`config.mk`:
```
export PLATFORM = sky130hd
export DESIGN_NAME = la_cmd_decoder
export DESIGN_NICKNAME = d
export VERILOG_FILES = /design/src/rtl/la_pkg.sv /design/src/rtl/la_rise_detect.sv /design/src/rtl/la_cmd_decoder.sv
export SDC_FILE = /design/constraint.sdc
export NUM_CORES = 1
export LEC_CHECK = 0
export BUFFER_PORTS_ARGS = -buffer_cell sky130_fd_sc_hd__buf_2
export CAP_MARGIN = 5
export CORE_ASPECT_RATIO = 1.75
export CORE_MARGIN = 1.5
export CORE_UTILIZATION = 40
export DETAILED_ROUTE_END_ITERATION = 10
export GPL_TIMING_DRIVEN = 1
export REMOVE_ABC_BUFFERS = 1
export SYNTH_ARGS = -nofsm -noshare
export SYNTH_HDL_FRONTEND = slang
export SYNTH_SLANG_ARGS = --single-unit
```
`constraint.sdc`:
```
create_clock -name CLKP4 -period 6.85 [get_ports CLKP4]
set_clock_uncertainty 0.1 [all_clocks]
set_input_delay 1.0275 -clock CLKP4 [delete_from_list [all_inputs] [get_ports CLKP4]]
set_output_delay 1.0275 -clock CLKP4 [all_outputs]
set_load 0.02 [all_outputs]
```
`src/rtl/la_pkg.sv`:
```
// Shared definitions for the logic-analyzer host-link command decoder.
// Holds the SUMP-style opcode values, the decoder state encoding and the
// long-command payload length.
package la_pkg;

  localparam logic [7:0] OP_RESET     = 8'h00;
  localparam logic [7:0] OP_ARM       = 8'h01;
  localparam logic [7:0] OP_ID        = 8'h02;
  localparam logic [7:0] OP_TRIG_MASK = 8'hC0;
  localparam logic [7:0] OP_TRIG_VAL  = 8'hC1;
  localparam logic [7:0] OP_COUNTS    = 8'h81;
  localparam logic [7:0] OP_FLAGS     = 8'h82;

  localparam int PAYLOAD_BYTES = 4;

  typedef enum logic [1:0] {
    IDLE    = 2'd0,
    PAYLOAD = 2'd1,
    EXEC    = 2'd2
  } state_e;

endpackage

```
`src/rtl/la_rise_detect.sv`:
```
// Registered rising-edge detector for a held-level ready signal.
// Ports:
//   clk   - clock
//   rst   - asynchronous active-high reset
//   level - level-type ready input (may stay high for many cycles)
//   rise  - high for exactly one cycle when level goes from 0 to 1
module la_rise_detect (
  input  logic clk,
  input  logic rst,
  input  logic level,
  output logic rise
);

  logic level_q;
  logic level_d;

  always_comb begin
    level_d = level;
  end

  always_ff @(posedge clk or posedge rst) begin
    if (rst) begin
      level_q <= 1'b0;
    end else begin
      level_q <= level_d;
    end
  end

  assign rise = level & ~level_q;

endmodule

```
`src/rtl/la_cmd_decoder.sv`:
```
// Command controller for the logic-analyzer host link. Assembles bytes from
// the 4x-oversampling UART receiver into SUMP-style commands, writes the
// capture configuration registers and issues one-cycle control strobes.
// Ports:
//   CLKP4      - 4x-baud clock shared with the UART receiver
//   RST        - asynchronous active-high reset
//   RxData     - received byte, stable while RxReady is high
//   RxReady    - byte-valid level from the UART
//   RxEn       - receiver enable; dropped for one cycle with ResetPulse
//   TrigMask   - trigger mask register
//   TrigValue  - trigger value register
//   ReadCount  - samples to read back after the trigger
//   DelayCount - post-trigger delay in samples
//   Flags      - capture flags register
//   ResetPulse - strobe on opcode 0x00
//   ArmPulse   - strobe on opcode 0x01
//   IdReq      - strobe on opcode 0x02
//   CmdError   - strobe on unknown opcode or inter-byte timeout
module la_cmd_decoder
  import la_pkg::*;
#(
  parameter int TIMEOUT_CYC = 4096,
  parameter int TW          = 12
) (
  input  logic        CLKP4,
  input  logic        RST,
  input  logic [7:0]  RxData,
  input  logic        RxReady,
  output logic        RxEn,
  output logic [31:0] TrigMask,
  output logic [31:0] TrigValue,
  output logic [15:0] ReadCount,
  output logic [15:0] DelayCount,
  output logic [7:0]  Flags,
  output logic        ResetPulse,
  output logic        ArmPulse,
  output logic        IdReq,
  output logic        CmdError
);

  localparam logic [TW-1:0] TO_LAST  = TW'(TIMEOUT_CYC - 1);
  localparam logic [TW-1:0] TO_MAX   = {TW{1'b1}};
  localparam logic [1:0]    LAST_IDX = 2'(PAYLOAD_BYTES - 1);

  logic accept;

  state_e        state_q,       state_d;
  logic [7:0]    op_q,          op_d;
  logic [1:0]    idx_q,         idx_d;
  logic [TW-1:0] to_cnt_q,      to_cnt_d;
  logic [TW-1:0] to_cnt_inc;
  logic [31:0]   payload_q,     payload_d;
  logic [31:0]   trig_mask_q,   trig_mask_d;
  logic [31:0]   trig_value_q,  trig_value_d;
  logic [15:0]   read_count_q,  read_count_d;
  logic [15:0]   delay_count_q, delay_count_d;
  logic [7:0]    flags_q,       flags_d;
  logic          reset_pulse_q, reset_pulse_d;
  logic          arm_pulse_q,   arm_pulse_d;
  logic          id_req_q,      id_req_d;
  logic          cmd_error_q,   cmd_error_d;
  logic          rx_en_q,       rx_en_d;

  // One accept per byte no matter how long the UART holds RxReady.
  la_rise_detect u_rx_rise (
    .clk   (CLKP4),
    .rst   (RST),
    .level (RxReady),
    .rise  (accept)
  );

  // Saturating so a stalled frame can never wrap back below the limit.
  assign to_cnt_inc = (to_cnt_q == TO_MAX) ? to_cnt_q : to_cnt_q + TW'(1);

  always_comb begin
    state_d       = state_q;
    op_d          = op_q;
    idx_d         = idx_q;
    to_cnt_d      = to_cnt_q;
    payload_d     = payload_q;
    trig_mask_d   = trig_mask_q;
    trig_value_d  = trig_value_q;
    read_count_d  = read_count_q;
    delay_count_d = delay_count_q;
    flags_d       = flags_q;
    reset_pulse_d = 1'b0;
    arm_pulse_d   = 1'b0;
    id_req_d      = 1'b0;
    cmd_error_d   = 1'b0;

    unique case (state_q)
      IDLE: begin
        to_cnt_d = '0;
        idx_d    = '0;
        if (accept) begin
          if (!RxData[7]) begin
            unique case (RxData)
              OP_RESET: reset_pulse_d = 1'b1;
              OP_ARM:   arm_pulse_d   = 1'b1;
              OP_ID:    id_req_d      = 1'b1;
              default:  cmd_error_d   = 1'b1;
            endcase
          end else begin
            op_d      = RxData;
            payload_d = '0;
            state_d   = PAYLOAD;
          end
        end
      end

      PAYLOAD: begin
        if (accept) begin
          // Little-endian: first payload byte ends up in bits [7:0].
          payload_d = {RxData, payload_q[31:8]};
          to_cnt_d  = '0;
          idx_d     = idx_q + 2'd1;
          if (idx_q == LAST_IDX) begin
            state_d = EXEC;
          end
        end else if (to_cnt_inc == TO_LAST) begin
          // The error strobe lands exactly TIMEOUT_CYC cycles after the
          // last accepted byte.
          cmd_error_d = 1'b1;
          to_cnt_d    = '0;
          state_d     = IDLE;
        end else begin
          to_cnt_d = to_cnt_inc;
        end
      end

      EXEC: begin
        unique case (op_q)
          OP_TRIG_MASK: trig_mask_d  = payload_q;
          OP_TRIG_VAL:  trig_value_d = payload_q;
          OP_COUNTS: begin
            read_count_d  = payload_q[15:0];
            delay_count_d = payload_q[31:16];
          end
          OP_FLAGS:     flags_d      = payload_q[7:0];
          default:      cmd_error_d  = 1'b1;
        endcase
        state_d = IDLE;
      end

      default: state_d = IDLE;
    endcase

    // Dropping the enable alongside ResetPulse resynchronises the receiver.
    rx_en_d = ~reset_pulse_d;
  end

  always_ff @(posedge CLKP4 or posedge RST) begin
    if (RST) begin
      state_q       <= IDLE;
      op_q          <= '0;
      idx_q         <= '0;
      to_cnt_q      <= '0;
      payload_q     <= '0;
      trig_mask_q   <= '0;
      trig_value_q  <= '0;
      read_count_q  <= '0;
      delay_count_q <= '0;
      flags_q       <= '0;
      reset_pulse_q <= 1'b0;
      arm_pulse_q   <= 1'b0;
      id_req_q      <= 1'b0;
      cmd_error_q   <= 1'b0;
      rx_en_q       <= 1'b0;
    end else begin
      state_q       <= state_d;
      op_q          <= op_d;
      idx_q         <= idx_d;
      to_cnt_q      <= to_cnt_d;
      payload_q     <= payload_d;
      trig_mask_q   <= trig_mask_d;
      trig_value_q  <= trig_value_d;
      read_count_q  <= read_count_d;
      delay_count_q <= delay_count_d;
      flags_q       <= flags_d;
      reset_pulse_q <= reset_pulse_d;
      arm_pulse_q   <= arm_pulse_d;
      id_req_q      <= id_req_d;
      cmd_error_q   <= cmd_error_d;
      rx_en_q       <= rx_en_d;
    end
  end

  assign RxEn       = rx_en_q;
  assign TrigMask   = trig_mask_q;
  assign TrigValue  = trig_value_q;
  assign ReadCount  = read_count_q;
  assign DelayCount = delay_count_q;
  assign Flags      = flags_q;
  assign ResetPulse = reset_pulse_q;
  assign ArmPulse   = arm_pulse_q;
  assign IdReq      = id_req_q;
  assign CmdError   = cmd_error_q;

endmodule
```
# Yosys cells after proc, flatten, opt, wreduce, memory -nomap -nowiden
# Index checks and enable logic that the tools add are counted.
[totals]
ff_bits = 166
elab_cells = 85
[classes]
add_sub_neg = 2
n_eq_ne = 16
n_mux = 35
bitwise = 3
n_reduce_logical = 13
[op_table]
columns = ["operator", "count"]
rows = [
  ["32-bit two-way mux", 3],
  ["32-bit case mux with 2 select lines", 1],
  ["12-bit two-way mux", 3],
  ["8-bit equality test (second input constant)", 4],
  ["12-bit equality test (second input constant)", 2],
  ["12-bit case mux with 2 select lines", 1],
  ["1-bit two-way mux", 18],
  ["12-bit by 1-bit adder with 12-bit output (second input constant)", 1],
  ["2-bit two-way mux", 6],
  ["2-bit AND reduction", 5],
  ["8-bit by 1-bit equality test with 1-bit output (second input constant)", 1],
  ["8-bit by 2-bit equality test with 1-bit output (second input constant)", 1],
  ["8-bit logical NOT", 1],
  ["2-bit case mux with 2 select lines", 2],
  ["4-bit AND reduction", 2],
  ["2-bit inequality test (second input constant)", 3],
  ["3-bit inequality test (second input constant)", 2],
  ["2-bit equality test (second input constant)", 2],
  ["4-bit OR reduction", 1],
  ["1-bit case mux with 3 select lines", 1],
  ["3-bit AND reduction", 1],
  ["3-bit OR reduction", 1],
  ["2-bit by 1-bit adder with 2-bit output (second input constant)", 1],
  ["2-bit by 1-bit equality test with 1-bit output (second input constant)", 1],
  ["4 further kinds", 5],
]

# Depth between registers and ports, before layout
[depth]
ltp_word = 6
ltp_mapped = 9

# Hierarchy
# A second synthesis with hierarchy kept.
[hier_totals]
cells_unflattened = 550
area_unflattened_um2 = 6879.1
[modules_own_cells]
columns = ["module", "instances", "cells_per_inst", "area_per_inst_um2", "seq_area_each_um2"]
rows = [
  ["la_cmd_decoder", 1, 547, 6836.6, 4129.0],
  ["la_rise_detect", 1, 3, 42.5, 25.0],
]

# Least setup slack after synthesis
# Ideal clock, no wire load.
[synth_timing]
path_type = "register -> register"
from = "register to_cnt_q[1]"
to = "register to_cnt_q[11]"
setup_time_ns = 0.138
arrival_time_ns = 2.002
path_slack_ns = 4.610
stages_incl_launch_ff = 9
path_cell_list = "dfrtp_1 -> ha_1 -> buf_2 -> nand2_1 -> nor4_2 -> and2_1 -> a31oi_4 -> o31ai_1 -> o21ai_0"
[synth_between]
elab_chain_len = 6
word_cells_on_any_way = 7
[synth_rtl]
columns = ["item", "line", "rtl"]
rows = [
  ["start, declared", "la_cmd_decoder.sv:50", "logic [TW-1:0] to_cnt_q, to_cnt_d;"],
  ["start signal, assigned", "la_cmd_decoder.sv:173", "to_cnt_q <= to_cnt_d;"],
  ["12-bit by 1-bit adder with 12-bit output or 12-bit equality test (tied branches)", "la_cmd_decoder.sv:73", "assign to_cnt_inc = (to_cnt_q == TO_MAX) ? to_cnt_q : to_cnt_q + TW'(1);"],
  ["12-bit two-way mux *", "la_cmd_decoder.sv:73", ""],
  ["12-bit equality test", "la_cmd_decoder.sv:120", "end else if (to_cnt_inc == TO_LAST) begin"],
  ["12-bit two-way mux *", "la_cmd_decoder.sv:120", ""],
  ["12-bit two-way mux *", "la_cmd_decoder.sv:112", "if (accept) begin"],
  ["12-bit case mux with 2 select lines *", "la_cmd_decoder.sv:91", "unique case (state_q)"],
]
# Mark *: on every way between the ends. The rest lies on a longest branch, timed or not.
# A chain may end at the register's enable or synchronous reset.

# Worst setup path in the final report
[layout_timing]
from = "register to_cnt_q[0]"
to = "register to_cnt_q[1]"
# The elaborated chain is that of the path after synthesis.

==> results.ini <==
[placed_design]
place_area_um2 = 7670
port_buffers = 119
gp_congestion = 0.899
dpl.hpwl_mm = 10.9

[pwr]
p_sw_uw = 495
comb_power_share = 0.048
p_leak_nw = 4.22
pwr-share-clk = 0.441
switching_share = 0.241
seqPwrFrac = 0.511
intPower_mw = 1.55
peakVddDrop_mv = 0.167
powerDensity_nw_per_um2 = 249

[sta]
finalCritPeriodShare = 0.445
slew_viol_final = 0
relSlewSlack = 0.366
rsz0062_at_grt = false
fin_crit_ns = 3.05
fin_setup_tns_ns = 0
finalSetupViolCount = 0
clock.fmax_ghz = 0.328
tightest_slew_ns = 0.952
hold_viol = 0

[setup_path]
cp_max_fo = 9
r2r.worst_path.cells = 7
crit_path_start = to_cnt_q[0]
cpMaxStageDelayCell = dfrtp_1
critPathCaptureType = register
cp_top_family = simple AND/OR/NAND/NOR gates
required_ns = 7.02
cp-start-kind = register
crit_chain = ha_1 -> nand4_1 -> nor4_1 -> nor3b_2 -> nand2b_1 -> nor3_1 -> o211ai_1
critical-path-max-stage-delay_ns = 0.50
arrival_ns = 3.21
regToRegSetupSlack_ns = 3.80
reg2reg_to = to_cnt_q[1]
critPathKind = register to register
critPathBufInv = 0
r2r_start = to_cnt_q[0]

[synth]
yosysSeqAreaShare = 0.604
yosysWarnings = 0
ys_ff_latch = 166
synth_area_leader_cell = dfrtp_1
synth_cells = 557
synth_ff_type = dfrtp_1
ys_types = 52
synth_top_area_frac = 0.604
synth_edf_count = 0
synth_area_leaders = dfrtp_1 (60%), mux2_2 (18%), nand2_1 (4.7%)
async_flop_share = 1.00
synth_area_um2 = 6880
syn_area_per_cell_um2 = 12.4

[floorplanning]
initial_core_util = 0.408
dieWidth_um = 102
io_pins = 120
die_area_um2 = 18000
core_area_um2 = 16900
num_rows = 63
die_y_um = 176

[cts]
htreeDepth = 4
clkTransAtPathRegs_ns = 0.07
cts_resized = 0
ctsHoldBuffers = 0
worstSkewPairLatency_ns = 0.42
cts_buffer_depth = 2
cts.sinks = 166
cts_root_buf = clkbuf_16
cts_inserted_buffers = 17
postCtsSetupBuffers = 0
cts_tree = built

[grt]
grt_pass1_vias = 4832
overflow = 0
grt_max_degree = 100
grt_pass1_wl_mm = 25.5
track_usage = 0.187
antenna_found_initial = 0

[min_path]
min_to = op_q[7]
min-delay-start = op_q[7]
holdPathStages = 1
hold_path.class = register to register

[routing]
drtAntennaViolNets = 0
vias = 4651
drc = 0
dr.first_iter.drc_count = 168
drtPass1Iterations = 5
wl_mm = 15.8
wire_per_inst_um = 17.4
viasPerCell = 5.14

[run]
cap_viol_max_count = 0

[outcome]
status = finished clean

[layout]
final_nets = 679
fin_area_um2 = 8240
syn_to_final_growth_pct = 19.7
final_layout_size_suffix_gt1_frac = 0.412
n_antenna_cell = 0

[flip-flops by register name, indices dropped and copies added (netlist names)]
signal and flops:
ReadCount 16, TrigValue 32, RxEn 1, IdReq 1, state_q 2, TrigMask 32, payload_q 32, op_q 8
ResetPulse 1, to_cnt_q 12, CmdError 1, idx_q 2, ArmPulse 1, DelayCount 16, u_rx_rise.level_q 1, Flags 8
[how the worst max path moves through the flow]
| stage | end | cells after the start |
|---|---|---|
| CTS | to_cnt_q[1] | 7 |
| global placement | to_cnt_q[1] | 7 |
| finish | to_cnt_q[1] | 7 |
| detailed placement | to_cnt_q[1] | 7 |
| floorplan | ArmPulse | 1 |
| global route | to_cnt_q[1] | 7 |
[layout by cell type (no fill, tap or decap), drive strengths merged, types with 3 or more instances in the layout]
cell / Yosys / layout
a21oi: 6 / 6
a31oi: 4 / 4
and3: 3 / 3
buf: 8 / 122
clkbuf: 24 / 18
clkinv: 0 / 4
clkinvlp: 0 / 4
dfrtp: 166 / 166
inv: 6 / 10
mux2: 113 / 113
nand2: 87 / 87
nand2b: 4 / 4
nand3: 8 / 8
nand4: 4 / 4
nor2: 11 / 11
nor2b: 5 / 5
nor3: 4 / 4
nor3b: 4 / 4
nor4: 8 / 8
o211ai: 3 / 3
o21ai: 51 / 51
o31ai: 4 / 4
or3: 5 / 5
xnor2: 3 / 3
[layout make-up]
class	count	area [um^2]
repair buffers	122	618
inverters	6	27.5
clock inverters	13	123
fillers	1605	8630
well taps	227	284
clock buffers	18	439
flip-flops and latches	166	4150
multi-input cells	353	2590
[cells in the mapped netlist (5+ instances only)]
master    count
a21oi_1       6
clkbuf_1     23
dfrtp_1     166
inv_1         6
mux2_2      113
nand2_1      87
nand3_1       7
nor2_1       11
nor2b_1       5
nor4_1        7
o21ai_0      50
[worst reg2reg max path, stage by stage (launching register included)]
cell	delay (ns)
dfrtp_1	0.50
ha_1	0.37
nand4_1	0.37
nor4_1	0.50
nor3b_2	0.18
nand2b_1	0.25
nor3_1	0.43
o211ai_1	0.20
[cells by family after synthesis]
logic type | after synthesis | synth area share
adder cells (fa/ha/maj) | 2 | 0.00364
buffers and inverters | 38 | 0.0216
AND/OR/NAND/NOR | 149 | 0.104
XOR/XNOR | 5 | 0.00637
AO/OA/AOI/OAI | 84 | 0.0757
flip-flops | 166 | 0.604
multiplexers | 113 | 0.185
[per-layer routing]
metal  vias to the layer above  part of all wire  global-route usage
li1                       2185                 -                   -
met3                        32             0.035              0.0364
met4                         0             0.028              0.0833
met2                       120              0.54               0.330
met1                      2314              0.40               0.214
met5                         -                 0                   0
[through the flow]
step                       util  hold WS, ns  setup slack, ns  total power [mW]  std cells
after global routing      0.488        0.407             3.66              2.13        905
after global placement    0.455        0.366             3.92              1.16        874
after floorplan               -        0.335             1.23              1.12        525
after detailed placement  0.455        0.368             3.95              1.17        874
after CTS                 0.488        0.386             3.90              2.07        905
final                     0.488        0.377             3.80              2.05        905
[power groups by stage]
stage / combinational, mW / clock (mW) / sequential [mW]
after floorplan: 0.0707 / 0 / 1.05
final: 0.0978 / 0.904 / 1.05
after global placement: 0.0965 / 0 / 1.06
after CTS: 0.101 / 0.925 / 1.05
after detailed placement: 0.100 / 0 / 1.07
after global routing: 0.114 / 0.967 / 1.05
(Power assumes the default switching activity.)
